===== src/rtl/sdram_port_arbiter.sv =====
// -----------------------------------------------------------------------------
// sdram_port_arbiter
//
// Purpose:
//    Shares one 32-bit master port (towards a 32-to-16 SDRAM bridge) between
//    an instruction requester (i_*) and a data requester (d_*). A grant lasts
//    for one whole transfer and ends on m_compl. One RELEASE cycle with all
//    m_* outputs low follows every transfer, so the bridge always sees an idle
//    cycle between two transfers.
//
// Configuration:
//    SDRAM_ARB_ROUND_ROBIN_EN  defined   -> a tie goes to the port not served last
//                              undefined -> fixed priority, D wins every tie
//
// Ports:
//    clk, rst                        clock, asynchronous active-high reset
//    i_cs, i_wr_en, i_addr[31:0],    instruction requester request side
//    i_wdata[31:0], i_bytesel[3:0]
//    i_rdata[31:0], i_compl          instruction requester response side
//    d_*                             data requester, same shape as i_*
//    m_cs, m_wr_en, m_addr[31:0],    shared port to the bridge (outputs)
//    m_wdata[31:0], m_bytesel[3:0]
//    m_rdata[31:0], m_compl          shared port response (inputs)
// -----------------------------------------------------------------------------
module sdram_port_arbiter (
   input  logic        clk,
   input  logic        rst,
   input  logic        i_cs,
   input  logic        i_wr_en,
   input  logic [31:0] i_addr,
   input  logic [31:0] i_wdata,
   input  logic [3:0]  i_bytesel,
   output logic [31:0] i_rdata,
   output logic        i_compl,
   input  logic        d_cs,
   input  logic        d_wr_en,
   input  logic [31:0] d_addr,
   input  logic [31:0] d_wdata,
   input  logic [3:0]  d_bytesel,
   output logic [31:0] d_rdata,
   output logic        d_compl,
   output logic        m_cs,
   output logic        m_wr_en,
   output logic [31:0] m_addr,
   output logic [31:0] m_wdata,
   output logic [3:0]  m_bytesel,
   input  logic [31:0] m_rdata,
   input  logic        m_compl
);

   typedef enum logic [1:0] {
      IDLE    = 2'd0,
      GRANT_I = 2'd1,
      GRANT_D = 2'd2,
      RELEASE = 2'd3
   } state_t;

   state_t r_state;
   state_t w_state_next;
   logic   r_last_d;      // last-served pointer: 0 = I, 1 = D
   logic   w_i_req;
   logic   w_d_req;
   logic   w_tie_to_i;

   // A request with no byte lane enabled is not a request.
   assign w_i_req = i_cs & (|i_bytesel);
   assign w_d_req = d_cs & (|d_bytesel);

`ifdef SDRAM_ARB_ROUND_ROBIN_EN
   // Alternate: after D was served, a tie goes to I, and vice versa.
   assign w_tie_to_i = r_last_d;
`else
   // Fixed priority: D always wins a tie. The pointer is still tracked so
   // both builds keep identical state; it simply has no effect here.
   assign w_tie_to_i = r_last_d & 1'b0;
`endif

   // State register and last-served pointer. Reset leaves the pointer on D so
   // that the first tie after reset goes to I in round-robin mode.
   always_ff @(posedge clk or posedge rst) begin
      if (rst) begin
         r_state  <= IDLE;
         r_last_d <= 1'b1;
      end else begin
         r_state <= w_state_next;
         if (r_state == IDLE && w_state_next == GRANT_I) begin
            r_last_d <= 1'b0;
         end else if (r_state == IDLE && w_state_next == GRANT_D) begin
            r_last_d <= 1'b1;
         end
      end
   end

   // Next-state logic. Once granted, the transfer runs to m_compl even if the
   // requester drops its request, so a started bridge access is never aborted.
   // m_compl is only looked at in a grant state.
   always_comb begin
      w_state_next = r_state;
      case (r_state)
         IDLE: begin
            if (w_i_req && w_d_req) begin
               w_state_next = w_tie_to_i ? GRANT_I : GRANT_D;
            end else if (w_i_req) begin
               w_state_next = GRANT_I;
            end else if (w_d_req) begin
               w_state_next = GRANT_D;
            end
         end
         GRANT_I, GRANT_D: begin
            if (m_compl) begin
               w_state_next = RELEASE;
            end
         end
         RELEASE: w_state_next = IDLE;
         default: w_state_next = IDLE;
      endcase
   end

   // Output routing. m_cs is held high for the whole grant rather than
   // following X_cs, so the bridge keeps seeing the access after a requester
   // withdraws; the remaining request fields follow the granted port.
   always_comb begin
      m_cs      = 1'b0;
      m_wr_en   = 1'b0;
      m_addr    = 32'h0;
      m_wdata   = 32'h0;
      m_bytesel = 4'h0;
      i_rdata   = 32'h0;
      i_compl   = 1'b0;
      d_rdata   = 32'h0;
      d_compl   = 1'b0;
      case (r_state)
         GRANT_I: begin
            m_cs      = 1'b1;
            m_wr_en   = i_wr_en;
            m_addr    = i_addr;
            m_wdata   = i_wdata;
            m_bytesel = i_bytesel;
            i_rdata   = m_rdata;
            i_compl   = m_compl;
         end
         GRANT_D: begin
            m_cs      = 1'b1;
            m_wr_en   = d_wr_en;
            m_addr    = d_addr;
            m_wdata   = d_wdata;
            m_bytesel = d_bytesel;
            d_rdata   = m_rdata;
            d_compl   = m_compl;
         end
         default: ;
      endcase
   end

endmodule


===== config.mk =====
export PLATFORM = sky130hd
export DESIGN_NAME = sdram_port_arbiter
export DESIGN_NICKNAME = d
export VERILOG_FILES = /design/src/rtl/sdram_port_arbiter.sv
export SDC_FILE = /design/constraint.sdc
export NUM_CORES = 1
export LEC_CHECK = 0
export CAP_MARGIN = 10
export CELL_PAD_IN_SITES_DETAIL_PLACEMENT = 1
export CELL_PAD_IN_SITES_GLOBAL_PLACEMENT = 2
export CORE_AREA = 2 2 122 124
export CTS_CLUSTER_SIZE = 10
export DETAILED_ROUTE_END_ITERATION = 6
export DIE_AREA = 0 0 124 126
export DONT_BUFFER_PORTS = 1
export GPL_ROUTABILITY_DRIVEN = 0
export PLACE_DENSITY = 0.44
export SYNTH_ARGS = -nofsm -noshare
export SYNTH_HDL_FRONTEND = slang
export SYNTH_SLANG_ARGS = --single-unit
export TNS_END_PERCENT = 1

===== constraint.sdc =====
create_clock -name clk -period 1.3 [get_ports clk]
set_input_delay 0.195 -clock clk [delete_from_list [all_inputs] [get_ports clk]]
set_output_delay 0.195 -clock clk [all_outputs]
set_load 0.02 [all_outputs]

==> impl_metrics.py, run 1 <==
metrics = {
    "critical_path": {
        "worst-path-max-fanout": 23,
        "path_cells": "inv_2 > ha_4 > buf_12 > nor2b_2 > buf_4",
        "rrSetupSlack_ps": -220,
        "cp_num_buf_inv": 3,
        "endpoint_kind": "output port",
        "path_delay_family": "buffers and inverters",
        "crit_type": "reg -> out",
        "crit_slowest_cell": "dfrtp_1",
        "cp.required_ps": 1110,
        "cp.arrival_ps": 1580,
        "startpoint_type": "flip-flop",
        "max_stage_delay_ps": 400,
    },
    "timing": {
        "slew_viol_final": 0,
        "post-route-period-util_pct": 136,
        "final-setup-viol-count": 138,
        "max_freq_mhz": 565,
        "hold_viol": 0,
        "skew_ps": 0.678,
        "tightest_slew_ps": 301,
        "rsz0062_at_grt": "yes",
        "fin_ws_ps": -471,
        "post-route-min-period_ps": 1770,
        "maxSlewHeadroom_pct": 79.7,
        "holdWs_ps": 198,
    },
    "power_and_ir_drop": {
        "power.density_nw_per_um2": 3700,
        "comb_power_share_pct": 94.6,
        "p_int_uw": 5220,
        "peakVddDrop_mv": 0.946,
        "pwr-share-seq_pct": 1.2,
        "power.total_uw": 10900,
        "netSwitchingFraction_pct": 52.0,
        "pwr-share-clk_pct": 4.2,
        "p_sw_uw": 5650,
        "leakagePower_uw": 0.00108,
    },
    "routing": {
        "wirelength_um": 9460,
        "first_pass_iters": 4,
        "vias": 1993,
        "via_per_inst": 4.52,
        "drc": 0,
        "first_iter_violations": 61,
        "avgRoutedWirePerCell_um": 21.4,
        "final_antenna_net_count": 0,
    },
    "global_route": {
        "grt_start_max_net_pins": 46,
        "grt_pass1_wl_um": 11700,
        "grt_pass1_vias": 1973,
        "grt.overflow.total": 0,
        "grt_util_all_layers_pct": 9.88,
        "antenna_found_initial": 0,
    },
    "clock_network": {
        "path_clk_slew_ps": 30,
        "cts_buffer_depth": 2,
        "cts-root-buf": "clkbuf_16",
        "insertion_delay_ps": 220,
        "clock_sinks": 2,
        "cts_tree": "yes",
        "cts_buffers": 3,
        "htreeDepth": 1,
    },
    "worst_hold_path": {
        "hold_path_class": "in -> reg",
    },
    "cells_and_area": {
        "drive_gt1_share_pct": 73.9,
        "fill_cells": 1655,
        "final_common_cell": "and2_4",
        "largest_register": "r_state",
        "largest_register_ffs": 2,
        "fin_nets": 437,
        "area_growth_pct": 70.6,
        "final-instance-count-excl-fill": 441,
        "final_area_um2": 2940,
        "final_cell_mix": "56 x and2_4, 54 x a22oi_1, 40 x nor2b_2",
        "reg_top3": "r_state x2",
        "antenna_cells": 0,
    },
    "yosys": {
        "yosysUniqueCellTypes": 18,
        "syn_area_um2": 1720,
        "yosysSeqAreaShare_pct": 2.90,
        "synth-seq-cells": 2,
        "syn_nets": 431,
        "syn_avg_cell_area_um2": 6.81,
        "syn_inst": 253,
        "yosysWarnings": 0,
    },
    "placed_design": {
        "dp_slack_ps": -313,
        "io_buffer_count": 0,
        "place_area_um2": 2210,
        "place_inst": 426,
        "dp_hpwl_um": 6760,
    },
    "status": {
        "status": "finished with violations",
        "violations": "setup timing",
    },
    "die": {
        "start_util_pct": 12.0,
        "dieWidth_um": 124,
        "io_pins": 311,
        "core-area_um2": 14300,
        "die-area_um2": 15600,
        "row_count": 44,
        "dieHeight_um": 126,
    },
    "run": {
        "cap_violations": 0,
    },
}
[path summary, 6_finish.rpt]
path / startpoint / to / cells past startpoint
setup / recovery: r_state[0] / m_wdata[13] / 5
hold / removal: m_compl / r_state[1] / 2
setup reg to reg: r_state[0] / r_state[1] / 5
hold reg to reg: r_state[0] / r_state[0] / 2
max in group asynchronous: rst / r_state[1] / 2
min in group asynchronous: rst / r_state[0] / 2
[timing repair]
item | 4_1_cts | 5_1_grt
gates cloned | 3 | 3
endpoints found under the setup margin | 138 | 138
hold buffers | 1 | 0
pin swaps | 6 | 2
resized for setup | 108 | 71
buffers inserted | 1 | 4
hold endpoints to repair | 2 | 0
[per-stage QoR]
step | setup TNS [ps] | util, %
final | -52660 | 20.5
after global routing | -61100 | 20.5
after CTS | -54370 | 18.1
after detailed placement | -25680 | 15.4
after global placement | -23380 | 15.4
after floorplan | -29530 | -
[power groups by stage]
stage	Combinational, µW	Sequential [µW]	Clock, µW
2_1_floorplan	6240	115	0
4_1_cts	8960	131	469
6_report	10300	131	460
3_5_place_dp	7650	120	0
5_1_grt	10900	135	479
3_3_place_gp	7620	119	0
[per-layer routing]
layer  up-vias  global-route usage [%]  part of all wire [%]  routed length [µm]
li1        888                       -                     -                   -
met1       947                    10.1                    34                3250
met2       156                    20.1                    57                5380
met3         2                    2.76                   8.6                 816
met4         0                   0.859                 0.074                   7
met5         -                       0                     0                   0
[final cells by class]
class / instances / area (µm²) / area share, %
clock buffers: 3 / 75.1 / 2.55
inverters: 4 / 15.0 / 0.511
multi-input cells: 217 / 2090 / 71.0
flip-flops and latches: 2 / 50.0 / 1.70
well taps: 184 / 230 / 7.83
repair buffers: 31 / 483 / 16.4
[cell usage after synthesis]
cell type	count	area (µm²)
ha_1	3	37.5
buf_4	11	82.6
a21boi_0	1	7.51
o22a_1	1	8.76
clkbuf_1	10	37.5
dfrtp_1	2	50.1
mux2i_1	1	10.0
inv_1	4	15.0
nor3b_2	1	12.5
buf_2	6	30.0
nor2_1	1	3.75
nor2b_1	70	438
a22oi_1	69	518
and2_1	67	419
clkbuf_2	3	15.0
o41ai_2	1	16.3
o22ai_1	1	6.26
a221oi_2	1	15.0
[cell families (layout without fill, tap and decap cells)]
logic type,count (synthesis),after routing,share of synthesized area [%]
mux,1,1,0.581
simple gates,139,139,50.7
flops,2,2,2.90
compound gates,74,74,33.2
fa+ha+maj,3,3,2.18
buf+inv,34,38,10.5
No activity file was read; power rests on OpenSTA's default activity.
==> inputs of run 2 (changes only) <==
- CELL_PAD_IN_SITES_DETAIL_PLACEMENT: 1 -> not set
- CELL_PAD_IN_SITES_GLOBAL_PLACEMENT: 2 -> not set
- PLACE_DENSITY: 0.44 -> 0.3
==> run 2 against run 1 <==
Net effect:
- the run still ends with setup timing left
- cell count is 2.0% higher
- non-clock buffer count is 9 higher
- flip-flop and latch count stayed put
- global-route usage is 0.49 points higher
- sequential share of layout area is 0.15 points lower
- combinational power is 11% higher
- cell area is 9.5% higher
- critical path depth is 2 higher
- critical endpoint is now m_addr[9]
- largest power group unchanged
==> impl_metrics.py, run 2 (synthesis results as in run 1) <==
metrics = {
    "status": {
        "status": "finished with violations",
        "violations": "setup timing",
    },
    "critical_path": {
        "cp.required_ps": 1110,
        "startpoint_type": "flip-flop",
        "crit_type": "reg -> out",
        "regToRegEndpoint": "r_state[1]",
        "endpoint_kind": "output port",
        "reg2reg_from": "r_state[0]",
        "cp.arrival_ps": 1620,
        "worst-path-max-fanout": 12,
        "rrSetupSlack_ps": -320,
        "r2r_cells": 6,
    },
    "clock_network": {
        "cts_tree": "yes",
        "clock_sinks": 2,
        "cts_buffer_depth": 2,
        "htreeDepth": 1,
        "cts_buffers": 3,
        "cts-root-buf": "clkbuf_16",
        "insertion_delay_ps": 220,
        "path_clk_slew_ps": 30,
    },
    "cells_and_area": {
        "fill_cells": 1560,
        "final_cell_mix": "59 x and2_4, 45 x a22oi_1, 43 x nor2b_4",
        "antenna_cells": 0,
        "largest_register_ffs": 2,
        "largest_register": "r_state",
        "reg_top3": "r_state x2",
        "area_growth_pct": 86.8,
        "final_common_cell": "and2_4",
        "drive_gt1_share_pct": 78.6,
        "fin_nets": 446,
    },
    "worst_hold_path": {
        "hold_path_class": "in -> reg",
        "hold-path-endpoint": "r_state[1]",
        "hold_depth": 2,
        "worstHoldStart": "m_compl",
    },
    "routing": {
        "first_pass_iters": 4,
        "wirelength_um": 10300,
        "final_antenna_net_count": 0,
        "via_per_inst": 4.65,
        "first_iter_violations": 93,
        "vias": 2092,
        "drc": 0,
        "avgRoutedWirePerCell_um": 22.9,
    },
    "global_route": {
        "grt_pass1_wl_um": 12000,
        "antenna_found_initial": 0,
        "grt.overflow.total": 0,
        "grt_util_all_layers_pct": 10.4,
        "grt_start_max_net_pins": 48,
        "grt_pass1_vias": 1952,
    },
    "timing": {
        "fin_ws_ps": -516,
        "post-route-period-util_pct": 140,
        "max_freq_mhz": 551,
        "maxSlewHeadroom_pct": 79.0,
        "skew_ps": 2.79,
        "final-setup-viol-count": 138,
        "post-route-min-period_ps": 1820,
        "hold_viol": 0,
        "rsz0062_at_grt": "yes",
        "tightest_slew_ps": 315,
        "slew_viol_final": 0,
        "holdWs_ps": 192,
    },
    "placed_design": {
        "dp_slack_ps": -300,
        "dp_hpwl_um": 6820,
        "io_buffer_count": 0,
    },
    "die": {
        "row_count": 44,
        "core-area_um2": 14300,
        "die-area_um2": 15600,
        "dieHeight_um": 126,
        "start_util_pct": 12.0,
        "io_pins": 311,
        "dieWidth_um": 124,
    },
    "power_and_ir_drop": {
        "leakagePower_uw": 0.00122,
        "power.density_nw_per_um2": 3740,
        "power.total_uw": 12000,
        "peakVddDrop_mv": 0.845,
    },
    "run": {
        "cap_violations": 0,
    },
}
==> run 2: per-stage QoR <==
step / setup TNS, ps / cells / instance area, µm² / util (%)
6_report: -56940 / 450 / 3220 / 22.5
3_5_place_dp: -27880 / 428 / 2210 / 15.4
4_1_cts: -54390 / 440 / 2820 / 19.7
3_3_place_gp: -27600 / 428 / 2210 / 15.4
5_1_grt: -64550 / 450 / 3220 / 22.5
2_1_floorplan: -29530 / 253 / 1900 / -
==> run 2: layer usage <==
layer | part of all wire, % | global-route usage (%)
met3 | 8.6 | 1.81
met1 | 37 | 11.6
met5 | 0 | 0
met2 | 54 | 20.5
met4 | 0.42 | 1.39
==> run 2: cell type report <==
cell class	count	area (µm²)	area share (%)
Tap cell	184	230	7.15
Clock buffer	3	75.1	2.33
Sequential cell	2	50.0	1.56
Multi-Input combinational cell	217	2190	68.2
Inverter	4	15.0	0.467
Timing Repair Buffer	40	653	20.3
==> run 2: power breakdown <==
part / internal (µW) / total, µW / switching, µW
combinational: 5520 / 11400 / 5920
clock: 392 / 467 / 75.6
sequential: 98.0 / 131 / 32.5
total: 6010 / 12000 / 6030
==> run 2: how the worst max path moves through the flow <==
stage | start | to | slack (ps) | cells past startpoint
finish | r_state[1] | m_addr[9] | -520 | 7
global route | r_state[0] | m_wdata[4] | -580 | 7
CTS | r_state[0] | m_addr[7] | -480 | 5
detailed placement | r_state[1] | m_wdata[6] | -300 | 6
global placement | r_state[1] | m_wdata[6] | -280 | 6
floorplan | r_state[0] | m_addr[0] | -370 | 5
==> run 2: worst max-delay path, stage by stage, from the launching register on <==
cell and delay (ps):
dfrtp_1 380, buf_4 150, ha_4 170, buf_12 130, clkbuf_16 170, a22oi_2 180
nor2b_2 60, buf_4 150
==> run 2: repair_timing <==
item	4_1_cts	5_1_grt
pin swaps	19	13
resized for setup	149	60
hold buffers	1	0
endpoints found under the setup margin	138	138
buffers inserted	4	4
gates cloned	4	6
endpoints found under the hold margin	2	0
==> inputs of run 3 (changes only) <==
- clock period: 1.3 -> 2.3 ns (I/O delays scaled with it)
==> run 3 against run 2 <==
Net effect:
- first-iteration DRC count is 33% higher
- die area stayed put
- sequential share of layout area is 0.45 points higher
- the run now ends clean
- non-clock buffer count is 36 higher
- register-to-register slack better by 980 ps
- count of clock-buffer cells in the layout stayed put
- worst hold slack better by 180 ps
- via count is 1.3% higher
- cell count is 8.0% higher
==> impl_metrics.py, run 3 (synthesis results as in run 1) <==
metrics = {
    "status": {
        "status": "complete, no violations",
    },
    "clock_network": {
        "clock_sinks": 2,
        "insertion_delay_ps": 220,
        "htreeDepth": 1,
        "cts_tree": "yes",
        "cts_buffer_depth": 2,
        "cts_buffers": 3,
        "path_clk_slew_ps": 30,
        "postCtsSetupRepairBufs": 0,
        "cts-root-buf": "clkbuf_16",
    },
    "critical_path": {
        "cpMostUsedCell": "buf_4",
        "cp_num_buf_inv": 3,
        "startpoint_type": "flip-flop",
        "cp.required_ps": 1960,
        "crit_slowest_cell": "dfrtp_1",
        "max_stage_delay_ps": 370,
        "r2r_cells": 5,
        "worst-path-max-fanout": 46,
        "path_delay_family": "buffers and inverters",
        "path_cells": "inv_1 > ha_2 > buf_4 > nor2b_1 > buf_4",
        "worstSetupPathDepth": 5,
        "endpoint_kind": "output port",
        "cp.arrival_ps": 1780,
        "crit_type": "reg -> out",
    },
    "run": {
        "cap_violations": 0,
    },
    "timing": {
        "final-setup-viol-count": 0,
        "slew_viol_final": 0,
        "hold_viol": 0,
        "maxSlewHeadroom_pct": 75.8,
        "rsz0062_at_grt": "no",
        "skew_ps": 0.352,
        "holdWs_ps": 373,
        "max_freq_mhz": 470,
        "post-route-period-util_pct": 92.5,
        "tightest_slew_ps": 363,
        "fin_tns_setup_ps": 0,
        "post-route-min-period_ps": 2130,
    },
    "routing": {
        "first_iter_violations": 124,
        "avgRoutedWirePerCell_um": 15.4,
        "vias": 2120,
        "final_antenna_net_count": 0,
        "wirelength_um": 7480,
        "via_per_inst": 4.36,
        "first_pass_iters": 4,
        "drc": 0,
    },
    "placed_design": {
        "io_buffer_count": 0,
        "place_inst": 482,
        "dp_hpwl_um": 6310,
    },
    "global_route": {
        "antenna_found_initial": 0,
        "grt.overflow.total": 0,
        "grt_pass1_wl_um": 9820,
        "grt_start_max_net_pins": 56,
        "grt_util_all_layers_pct": 7.89,
        "grt_pass1_vias": 1877,
    },
    "power_and_ir_drop": {
        "power.density_nw_per_um2": 1890,
        "peakVddDrop_mv": 0.614,
        "power.total_uw": 4720,
        "leakagePower_uw": 0.000975,
    },
    "die": {
        "row_count": 44,
        "start_util_pct": 12.0,
        "core-area_um2": 14300,
        "io_pins": 311,
        "die-area_um2": 15600,
        "dieHeight_um": 126,
        "dieWidth_um": 124,
    },
    "worst_hold_path": {
        "hold_path_class": "in -> reg",
        "hold_depth": 2,
    },
    "cells_and_area": {
        "antenna_cells": 0,
        "reg_top3": "r_state x2",
        "final_common_cell": "buf_4",
        "largest_register": "r_state",
        "final_cell_mix": "71 x buf_4, 70 x nor2b_1, 69 x a22oi_1",
        "area_growth_pct": 44.8,
        "drive_gt1_share_pct": 27.8,
        "largest_register_ffs": 2,
        "fin_nets": 482,
        "final-instance-count-excl-fill": 486,
    },
}
## run 3: cell count changes in the layout (fill, tap and decap cells not counted), sizes merged
cell / change
buf: +41
clkbuf: -5
## run 3: power by group
part / switching (µW) / total (µW) / internal, µW
Clock: 40.0 / 261 / 221
Sequential: 15.8 / 71.3 / 55.4
Combinational: 2610 / 4380 / 1770
## run 3: area by class of cell
cell class,count,area [µm²]
sequential,2,50.0
tap,184,230
inverter,4,15.0
clock buffer,3,75.1
fill,1624,11800
multi-input combinational,217,1510
timing repair buffer,76,614
## run 3: repair_timing
| item | in CTS | in global routing |
|---|---|---|
| gates resized for setup | 0 | 1 |
| hold endpoints to repair | 2 | 0 |
| hold buffers | 1 | 0 |
| setup endpoints to repair | 0 | 1 |
## run 3: per-layer routing
| layer | track usage [%] | vias to the layer above | wire (µm) |
|---|---|---|---|
| li1 | - | 977 | - |
| met1 | 9.34 | 1001 | 2800 |
| met2 | 14.4 | 140 | 3970 |
| met3 | 2.22 | 2 | 689 |
| met4 | 0.991 | 0 | 21 |
| met5 | 0 | - | 0 |
## run 3: worst register-to-register path: cells and delay by family, from the launching register on
family | cells | cell delay [ps]
AO/OA/AOI/OAI | 2 | 460
flip-flops | 1 | 390
buffers and inverters | 2 | 370
adder cells (fa/ha/maj) | 1 | 300
## run 3: through the flow
stage	setup WS [ps]	area, µm²	util, %
after floorplan	392	1720	-
after global placement	389	2410	16.8
after detailed placement	382	2410	16.8
after CTS	145	2490	17.4
after global routing	45.6	2490	17.4
final	173	2490	17.4
## run 3: path summary, 6_finish.rpt
path	start	endpoint	slack, ps
worst min register to register	r_state[0]	r_state[0]	560
min in group asynchronous	rst	r_state[1]	430
worst max register to register	r_state[0]	r_state[1]	660
worst max-delay path	r_state[0]	m_wdata[17]	170
worst min-delay path	m_compl	r_state[1]	370
max in group asynchronous	rst	r_state[0]	1750
